===== src/rtl/instr_fetch_if.sv =====
// Instruction fetch bus: memory request/response, instruction handoff to the
// core, and redirect/PC information from the datapath.
// Optional macro FETCH_MISALIGN_CHK_EN adds the sticky misalign_err signal.
interface instr_fetch_if #(
  parameter int XLEN = 32
);
  logic            imem_req;
  logic [XLEN-1:0] imem_addr;
  logic            imem_ready;
  logic [XLEN-1:0] imem_rdata;
  logic [XLEN-1:0] instr;
  logic            instr_valid;
  logic            instr_ack;
  logic            redirect;
  logic [XLEN-1:0] redirect_pc;
  logic [XLEN-1:0] pc;
  logic [XLEN-1:0] pc_plus4;
`ifdef FETCH_MISALIGN_CHK_EN
  logic            misalign_err;
`endif

  // Fetch unit side
`ifdef FETCH_MISALIGN_CHK_EN
  modport master (
    output imem_req, imem_addr, instr, instr_valid, pc, pc_plus4, misalign_err,
    input  imem_ready, imem_rdata, instr_ack, redirect, redirect_pc
  );
`else
  modport master (
    output imem_req, imem_addr, instr, instr_valid, pc, pc_plus4,
    input  imem_ready, imem_rdata, instr_ack, redirect, redirect_pc
  );
`endif

  // Memory + core side
`ifdef FETCH_MISALIGN_CHK_EN
  modport slave (
    input  imem_req, imem_addr, instr, instr_valid, pc, pc_plus4, misalign_err,
    output imem_ready, imem_rdata, instr_ack, redirect, redirect_pc
  );
`else
  modport slave (
    input  imem_req, imem_addr, instr, instr_valid, pc, pc_plus4,
    output imem_ready, imem_rdata, instr_ack, redirect, redirect_pc
  );
`endif

endinterface


===== src/rtl/instr_fetch_unit.sv =====
// instr_fetch_unit: owns the architectural PC and fetches one instruction per
// retire from a req/ready instruction memory. The fetched word is held in an
// instruction register until the core acks it; the next PC is pc+4 or the
// datapath redirect target.
// Optional feature macro: FETCH_MISALIGN_CHK_EN. When defined, an acked
// redirect to a non-word-aligned target sets a sticky misalign_err, leaves pc
// unchanged and parks the FSM in HALT until reset. When undefined, the low two
// bits of the redirect target are silently cleared.
module instr_fetch_unit #(
  parameter int              XLEN     = 32,
  parameter logic [XLEN-1:0] RESET_PC = 32'h0000_0000
) (
  input logic          clk,
  input logic          rst,
  instr_fetch_if.master bus
);

  localparam logic [XLEN-1:0] NOP_INSTR = 32'h0000_0013;
  localparam logic [XLEN-1:0] PC_STEP   = 32'd4;
  localparam logic [XLEN-1:0] WORD_MASK = 32'hFFFF_FFFC;

`ifdef FETCH_MISALIGN_CHK_EN
  typedef enum logic [1:0] {
    S_REQ  = 2'b00,
    S_HOLD = 2'b01,
    S_HALT = 2'b10
  } state_t;
`else
  typedef enum logic [1:0] {
    S_REQ  = 2'b00,
    S_HOLD = 2'b01
  } state_t;
`endif

  state_t          state;
  state_t          state_nxt;
  logic [XLEN-1:0] pc_q;
  logic [XLEN-1:0] instr_q;
  logic            vld_q;
  logic [XLEN-1:0] pc_nxt;
  logic            capture;
  logic            retire;
`ifdef FETCH_MISALIGN_CHK_EN
  logic            err_q;
  logic            set_err;
`endif

  // State register; reset may hit mid-request and simply abandons the fetch
  always_ff @(posedge clk or posedge rst) begin
    if (rst) begin
      state <= S_REQ;
    end else begin
      state <= state_nxt;
    end
  end

  // Next-state and datapath control: capture on memory ready, retire on ack
  always_comb begin
    state_nxt = state;
    capture   = 1'b0;
    retire    = 1'b0;
    pc_nxt    = pc_q + PC_STEP;
`ifdef FETCH_MISALIGN_CHK_EN
    set_err   = 1'b0;
`endif
    case (state)
      S_REQ: begin
        if (bus.imem_ready) begin
          capture   = 1'b1;
          state_nxt = S_HOLD;
        end
      end
      S_HOLD: begin
        if (bus.instr_ack) begin
          retire    = 1'b1;
          state_nxt = S_REQ;
          if (bus.redirect) begin
`ifdef FETCH_MISALIGN_CHK_EN
            if (bus.redirect_pc[1:0] != 2'b00) begin
              set_err   = 1'b1;
              pc_nxt    = pc_q;
              state_nxt = S_HALT;
            end else begin
              pc_nxt = bus.redirect_pc;
            end
`else
            pc_nxt = bus.redirect_pc & WORD_MASK;
`endif
          end
        end
      end
`ifdef FETCH_MISALIGN_CHK_EN
      S_HALT: begin
        state_nxt = S_HALT;
      end
`endif
      default: begin
        state_nxt = S_REQ;
      end
    endcase
  end

  // PC, instruction register and valid flag
  always_ff @(posedge clk or posedge rst) begin
    if (rst) begin
      pc_q    <= RESET_PC;
      instr_q <= NOP_INSTR;
      vld_q   <= 1'b0;
    end else begin
      if (capture) begin
        instr_q <= bus.imem_rdata;
        vld_q   <= 1'b1;
      end
      if (retire) begin
        vld_q <= 1'b0;
        pc_q  <= pc_nxt;
      end
    end
  end

`ifdef FETCH_MISALIGN_CHK_EN
  // Sticky misaligned-redirect flag, cleared only by reset
  always_ff @(posedge clk or posedge rst) begin
    if (rst) begin
      err_q <= 1'b0;
    end else if (set_err) begin
      err_q <= 1'b1;
    end
  end

  assign bus.misalign_err = err_q;
`endif

  // Request is masked during reset so nothing is fetched until rst drops
  assign bus.imem_req    = (state == S_REQ) && !rst;
  assign bus.imem_addr   = pc_q;
  assign bus.instr       = instr_q;
  assign bus.instr_valid = vld_q;
  assign bus.pc          = pc_q;
  assign bus.pc_plus4    = pc_q + PC_STEP;

endmodule


===== src/flat_wrapper.sv =====
// flat-port wrapper written by rule: the top's interface ports become plain ports
module instr_fetch_unit_flat 
#(
  parameter int              XLEN     = 32,
  parameter logic [XLEN-1:0] RESET_PC = 32'h0000_0000
)
  (clk, rst, bus_imem_req, bus_imem_addr, bus_instr, bus_instr_valid, bus_pc, bus_pc_plus4, bus_imem_ready, bus_imem_rdata, bus_instr_ack, bus_redirect, bus_redirect_pc);
  instr_fetch_if #(.XLEN(XLEN)) bus_i ();
  input logic clk;
  input logic rst;
  output wire logic [$bits(bus_i.imem_req)-1:0] bus_imem_req;
  output wire logic [$bits(bus_i.imem_addr)-1:0] bus_imem_addr;
  output wire logic [$bits(bus_i.instr)-1:0] bus_instr;
  output wire logic [$bits(bus_i.instr_valid)-1:0] bus_instr_valid;
  output wire logic [$bits(bus_i.pc)-1:0] bus_pc;
  output wire logic [$bits(bus_i.pc_plus4)-1:0] bus_pc_plus4;
  input wire logic [$bits(bus_i.imem_ready)-1:0] bus_imem_ready;
  input wire logic [$bits(bus_i.imem_rdata)-1:0] bus_imem_rdata;
  input wire logic [$bits(bus_i.instr_ack)-1:0] bus_instr_ack;
  input wire logic [$bits(bus_i.redirect)-1:0] bus_redirect;
  input wire logic [$bits(bus_i.redirect_pc)-1:0] bus_redirect_pc;
  assign bus_imem_req = bus_i.imem_req;
  assign bus_imem_addr = bus_i.imem_addr;
  assign bus_instr = bus_i.instr;
  assign bus_instr_valid = bus_i.instr_valid;
  assign bus_pc = bus_i.pc;
  assign bus_pc_plus4 = bus_i.pc_plus4;
  assign bus_i.imem_ready = bus_imem_ready;
  assign bus_i.imem_rdata = bus_imem_rdata;
  assign bus_i.instr_ack = bus_instr_ack;
  assign bus_i.redirect = bus_redirect;
  assign bus_i.redirect_pc = bus_redirect_pc;
  instr_fetch_unit #(.XLEN(XLEN), .RESET_PC(RESET_PC)) u_core (.clk(clk), .rst(rst), .bus(bus_i));
endmodule

===== config.mk =====
export PLATFORM = sky130hd
export DESIGN_NAME = instr_fetch_unit_flat
export DESIGN_NICKNAME = d
export VERILOG_FILES = /design/src/rtl/instr_fetch_if.sv /design/src/rtl/instr_fetch_unit.sv /design/src/flat_wrapper.sv
export SDC_FILE = /design/constraint.sdc
export NUM_CORES = 1
export LEC_CHECK = 0
export CORE_ASPECT_RATIO = 0.9
export CORE_UTILIZATION = 41
export CTS_CLUSTER_SIZE = 20
export DETAILED_ROUTE_END_ITERATION = 12
export PLACE_DENSITY = 0.81
export SETUP_SLACK_MARGIN = 0.1
export SLEW_MARGIN = 15
export SYNTH_ARGS = -nofsm -noshare
export SYNTH_HDL_FRONTEND = slang
export SYNTH_SLANG_ARGS = --single-unit

===== constraint.sdc =====
create_clock -name clk -period 2.3 [get_ports clk]
set_input_delay 0.46 -clock clk [delete_from_list [all_inputs] [get_ports clk]]
set_output_delay 0.46 -clock clk [all_outputs]
set_load 0.03 [all_outputs]

Word-level counts from Yosys, hierarchy flattened
Cells that the tools add are included.

storage, ports and cells
  output and inout port bits = 130
  flip-flop bits (word level) = 67
  word-level logic and storage cells = 25
  input bits = 69

cells by class
  equality and inequality tests = 3
  reductions and logical operators = 5
  multiplexer cells = 12
  add/subtract/negate cells = 1

operator list
  cell                                            number
  2-to-1 mux 32 bit                               3
  adder 32 x 3 -> 32 bit (second input constant)  1
  2-to-1 mux 1 bit                                6
  2-to-1 mux 2 bit                                2
  inequality test 2 bit (second input constant)   2
  case mux 2 bit (2 select lines)                 1
  == test 2 x 1 -> 1 bit (second input constant)  1
  logical NOT 2 bit                               1
  AND reduction 2 bit                             1
  nonzero test 2 bit                              1
  logical AND 1 bit                               1
  logical NOT 1 bit                               1

Logic depth before layout (Yosys ltp)
  depth after elaboration = 4
  mapped depth = 6
  depth with buffers taken out = 5

Least setup slack after synthesis
OpenSTA, ideal clock, no wires.

  kind = reg-to-output
  start point = reg u_core.pc_q[3], in the netlist u_core.bus.imem_addr[3]
  end point = out bus_pc_plus4[18]
  path slack = -542 ps
  arrival time = 2382 ps
  stages on the path, launching flop included = 6
  path buffers = 0
  required time = 1840 ps
  cell sequence = dfrtp_1 -> ha_1 -> nand3_4 -> or4_4 -> or2_4 -> xnor2_1

between the ends
  cells in the longest elaborated chain, start to end = 1

ends and longest elaborated chain
  what                      line                     RTL
  start: declaration        instr_fetch_unit.sv:37   logic [XLEN-1:0] pc_q;
  start signal: assignment  instr_fetch_unit.sv:116  pc_q <= pc_nxt;
  adder 32 x 3 -> 32 bit    instr_fetch_unit.sv:140  assign bus.pc_plus4 = pc_q + PC_STEP;
  end: declaration          flat_wrapper.sv:16       output wire logic [$bits(bus_i.pc_plus4)-1:0] bus_pc_plus4;

No other way between the ends.

Worst setup path after layout
Same ends and word-level chain as after synthesis.

==> flow_metrics.tcl <==
set metrics [dict create \
    synth-main-ff-cell "dfrtp_1" \
    finalClockSkew_ns 0.0130 \
    antenna_found_initial 0 \
    cts.reportedPaths.clkPinSlew_ns 0.08 \
    cts.sinks 64 \
    clk_root_buffer_cell "clkbuf_8" \
    yosysSeqAreaShare_pct 40.0 \
    hold_slack_ns 0.429 \
    rows 33 \
    setup_viol_count_final 21 \
    clk_path_buf_depth 2 \
    pwr-share-clk_pct 14.6 \
    ir_worst_vdd_uv 787 \
    slowest_delay_ns 0.44 \
    swShare_pct 45.1 \
    fin_tns_setup_ns -2.52 \
    cts_tree "built" \
    critPathMaxFanout 4 \
    dr.pass1.iters 5 \
    start_util_pct 43.1 \
    finalCritPeriodShare_pct 110 \
    netlist-cell-type-count 52 \
    dpl_cell_area_sq_um 6370 \
    crit_required_ns 1.84 \
    failed_checks "setup timing" \
    antenna_cells 0 \
    ioPinCount 199 \
    cpMaxStageDelayCell "or4_4" \
    power_frac_comb_pct 59.7 \
    dieWidth_um 106 \
    synth_top_area_cell "dfrtp_1" \
    crit_path_cell_trace "ha_4, nand3_4, or4_4, or2_4, xnor2_4, buf_6" \
    p_sw_mw 2.90 \
    clock_latency_ns 0.35 \
    numCtsBuffers 9 \
    routedWlPerCell_um 17.9 \
    coreArea_sq_um 9330 \
    arrival_ns 2.06 \
    wirelength_mm 14.0 \
    drt_iter0_drc 180 \
    min_path_type "input port to async pin" \
    grt_pass1_vias 4340 \
    setup.worst_path.start_class "register" \
    layout_setup_ws_ns -0.220 \
    synth_seq_cells 64 \
    seqPwrFrac_pct 25.7 \
    status "complete, but fails checks" \
    overflow 0 \
    syn_area_sq_um 4020 \
    hold_viol 0 \
    grt_pass1_wl_mm 21.9 \
    grt_max_degree 32 \
    ys_async_sr_fraction_pct 100 \
    syn-instance-count 419 \
    drv_cap 0 \
    layout_commonest_cell "clkdlybuf4s50_1" \
    worstSetupPathType "register to primary output" \
    post-dp-hpwl_mm 9.82 \
    fin_total_pwr_mw 6.44 \
    final_cell_mix "clkdlybuf4s50_1, buf_4, buf_6" \
    powerDensity_nw_per_um2 888 \
    intPower_mw 3.53 \
    syn_avg_cell_area_sq_um 9.59 \
    worst-path-buf-inv 1 \
    dieHeight_um 95.9 \
    die_area_sq_um 10200 \
    drc 0 \
    slew_viol_final 0 \
    crit_family "simple AND/OR/NAND/NOR gates" \
    rsz0062_at_grt "yes" \
    place_congestion 0.815 \
    cts_max_level 3 \
    fin_nets 724 \
    num_vias 4239 \
    via_per_inst 5.43 \
    grt_usage_pct 27.8 \
    fmax_mhz 397 \
    drive_above_1_share_pct 38.8 \
    yosys_warnings 0 \
    ant_nets 0 \
    synth_top_cells_by_area "dfrtp_1, mux2_2, buf_4, xnor2_1, and3_1" \
    setup.worst_path.end_class "primary output" \
    postLayoutCellArea_sq_um 7250 \
    period_needed_ns 2.52 \
    p_leak_nw 3.11 \
    port_buffers 190 \
    synth_top_area_share_pct 38.0 \
    synthToLayoutAreaGrowth_pct 80.3 \
    synth-edff-count 0 \
]
stage by stage:
step	worst slack, ns	cells	util (%)
after global placement	0.0325	723	68.3
after CTS	-0.245	764	74.7
after global routing	-0.297	781	77.6
after floorplan	-0.0415	424	-
final	-0.220	781	77.6
after detailed placement	-0.0313	723	68.3
cell usage after synthesis (6+ instances only):
cell type	instances
nand3_1	17
xnor2_1	19
buf_2	6
dfrtp_1	61
clkbuf_1	17
nand4_1	11
o21ai_0	17
xor2_1	8
nor2_1	14
buf_4	37
inv_1	12
o211ai_1	11
and3_1	23
a21oi_1	19
nor3_1	20
nand2_1	28
mux2_2	32
final cells by class:
cell class	instances	area, sq um
repair buffers	283	2760
multi-input cells	283	2470
fillers	606	2090
flip-flops and latches	64	1630
well taps	122	153
clock buffers	10	138
inverters	13	48.8
clock inverters	6	47.5
flip-flops by register name, indices dropped and copies added (netlist names):
name / count
u_core.bus.imem_addr: 30
u_core.bus.instr: 32
u_core.bus.instr_valid: 1
u_core.state: 1
worst paths after layout:
kind                            slack (ns)                       end  cells after the start               startpoint
worst max-delay path                 -0.22          bus_pc_plus4[18]                      6  u_core.bus.imem_addr[3]
worst min-delay path                  0.43           u_core.state[0]                      2                      rst
worst max register to register        0.48  u_core.bus.imem_addr[20]                      6  u_core.bus.imem_addr[3]
worst min register to register        0.50    u_core.bus.instr_valid                      1   u_core.bus.instr_valid
max in group asynchronous             1.24   u_core.bus.imem_addr[4]                      3                      rst
min in group clk                      0.50    u_core.bus.instr_valid                      1   u_core.bus.instr_valid
kinds of logic (layout without fill, tap and decap cells):
group / Yosys count / in the layout / share of synthesized area (%)
compound gates: 74 / 74 / 12.3
xor+xnor: 27 / 27 / 5.89
fa+ha+maj: 1 / 1 / 0.311
buf+inv: 77 / 312 / 10.8
flops: 64 / 64 / 40.0
mux: 35 / 35 / 9.72
other cells: 1 / 6 / 0.0933
simple gates: 140 / 140 / 20.9
routing by layer:
| metal | wire [um] | share of wire (%) | GRT usage [%] | up-vias |
|---|---|---|---|---|
| met1 | 5540 | 40 | 33.2 | 2096 |
| met5 | 0 | 0 | 0 | - |
| li1 | - | - | - | 1951 |
| met2 | 7480 | 53 | 49.8 | 170 |
| met3 | 726 | 5.2 | 5.89 | 22 |
| met4 | 252 | 1.8 | 9.84 | 0 |
timing repair:
action                                  in CTS  in global routing
endpoints found under the setup margin      28                 33
resized for setup                           64                 46
hold endpoints to repair                     0                  0
pin swaps                                   18                 15
hold buffers                                 0                  0
buffers inserted                            25                 17
power groups by stage:
stage / logic (mW) / clock network, mW / registers (mW)
CTS: 3.69 / 0.965 / 1.65
global placement: 3.51 / 0 / 1.65
global route: 4.03 / 1.01 / 1.69
detailed placement: 3.57 / 0 / 1.67
floorplan: 1.64 / 0 / 2.26
finish: 3.84 / 0.941 / 1.65
No activity file was read; power rests on OpenSTA's default activity.
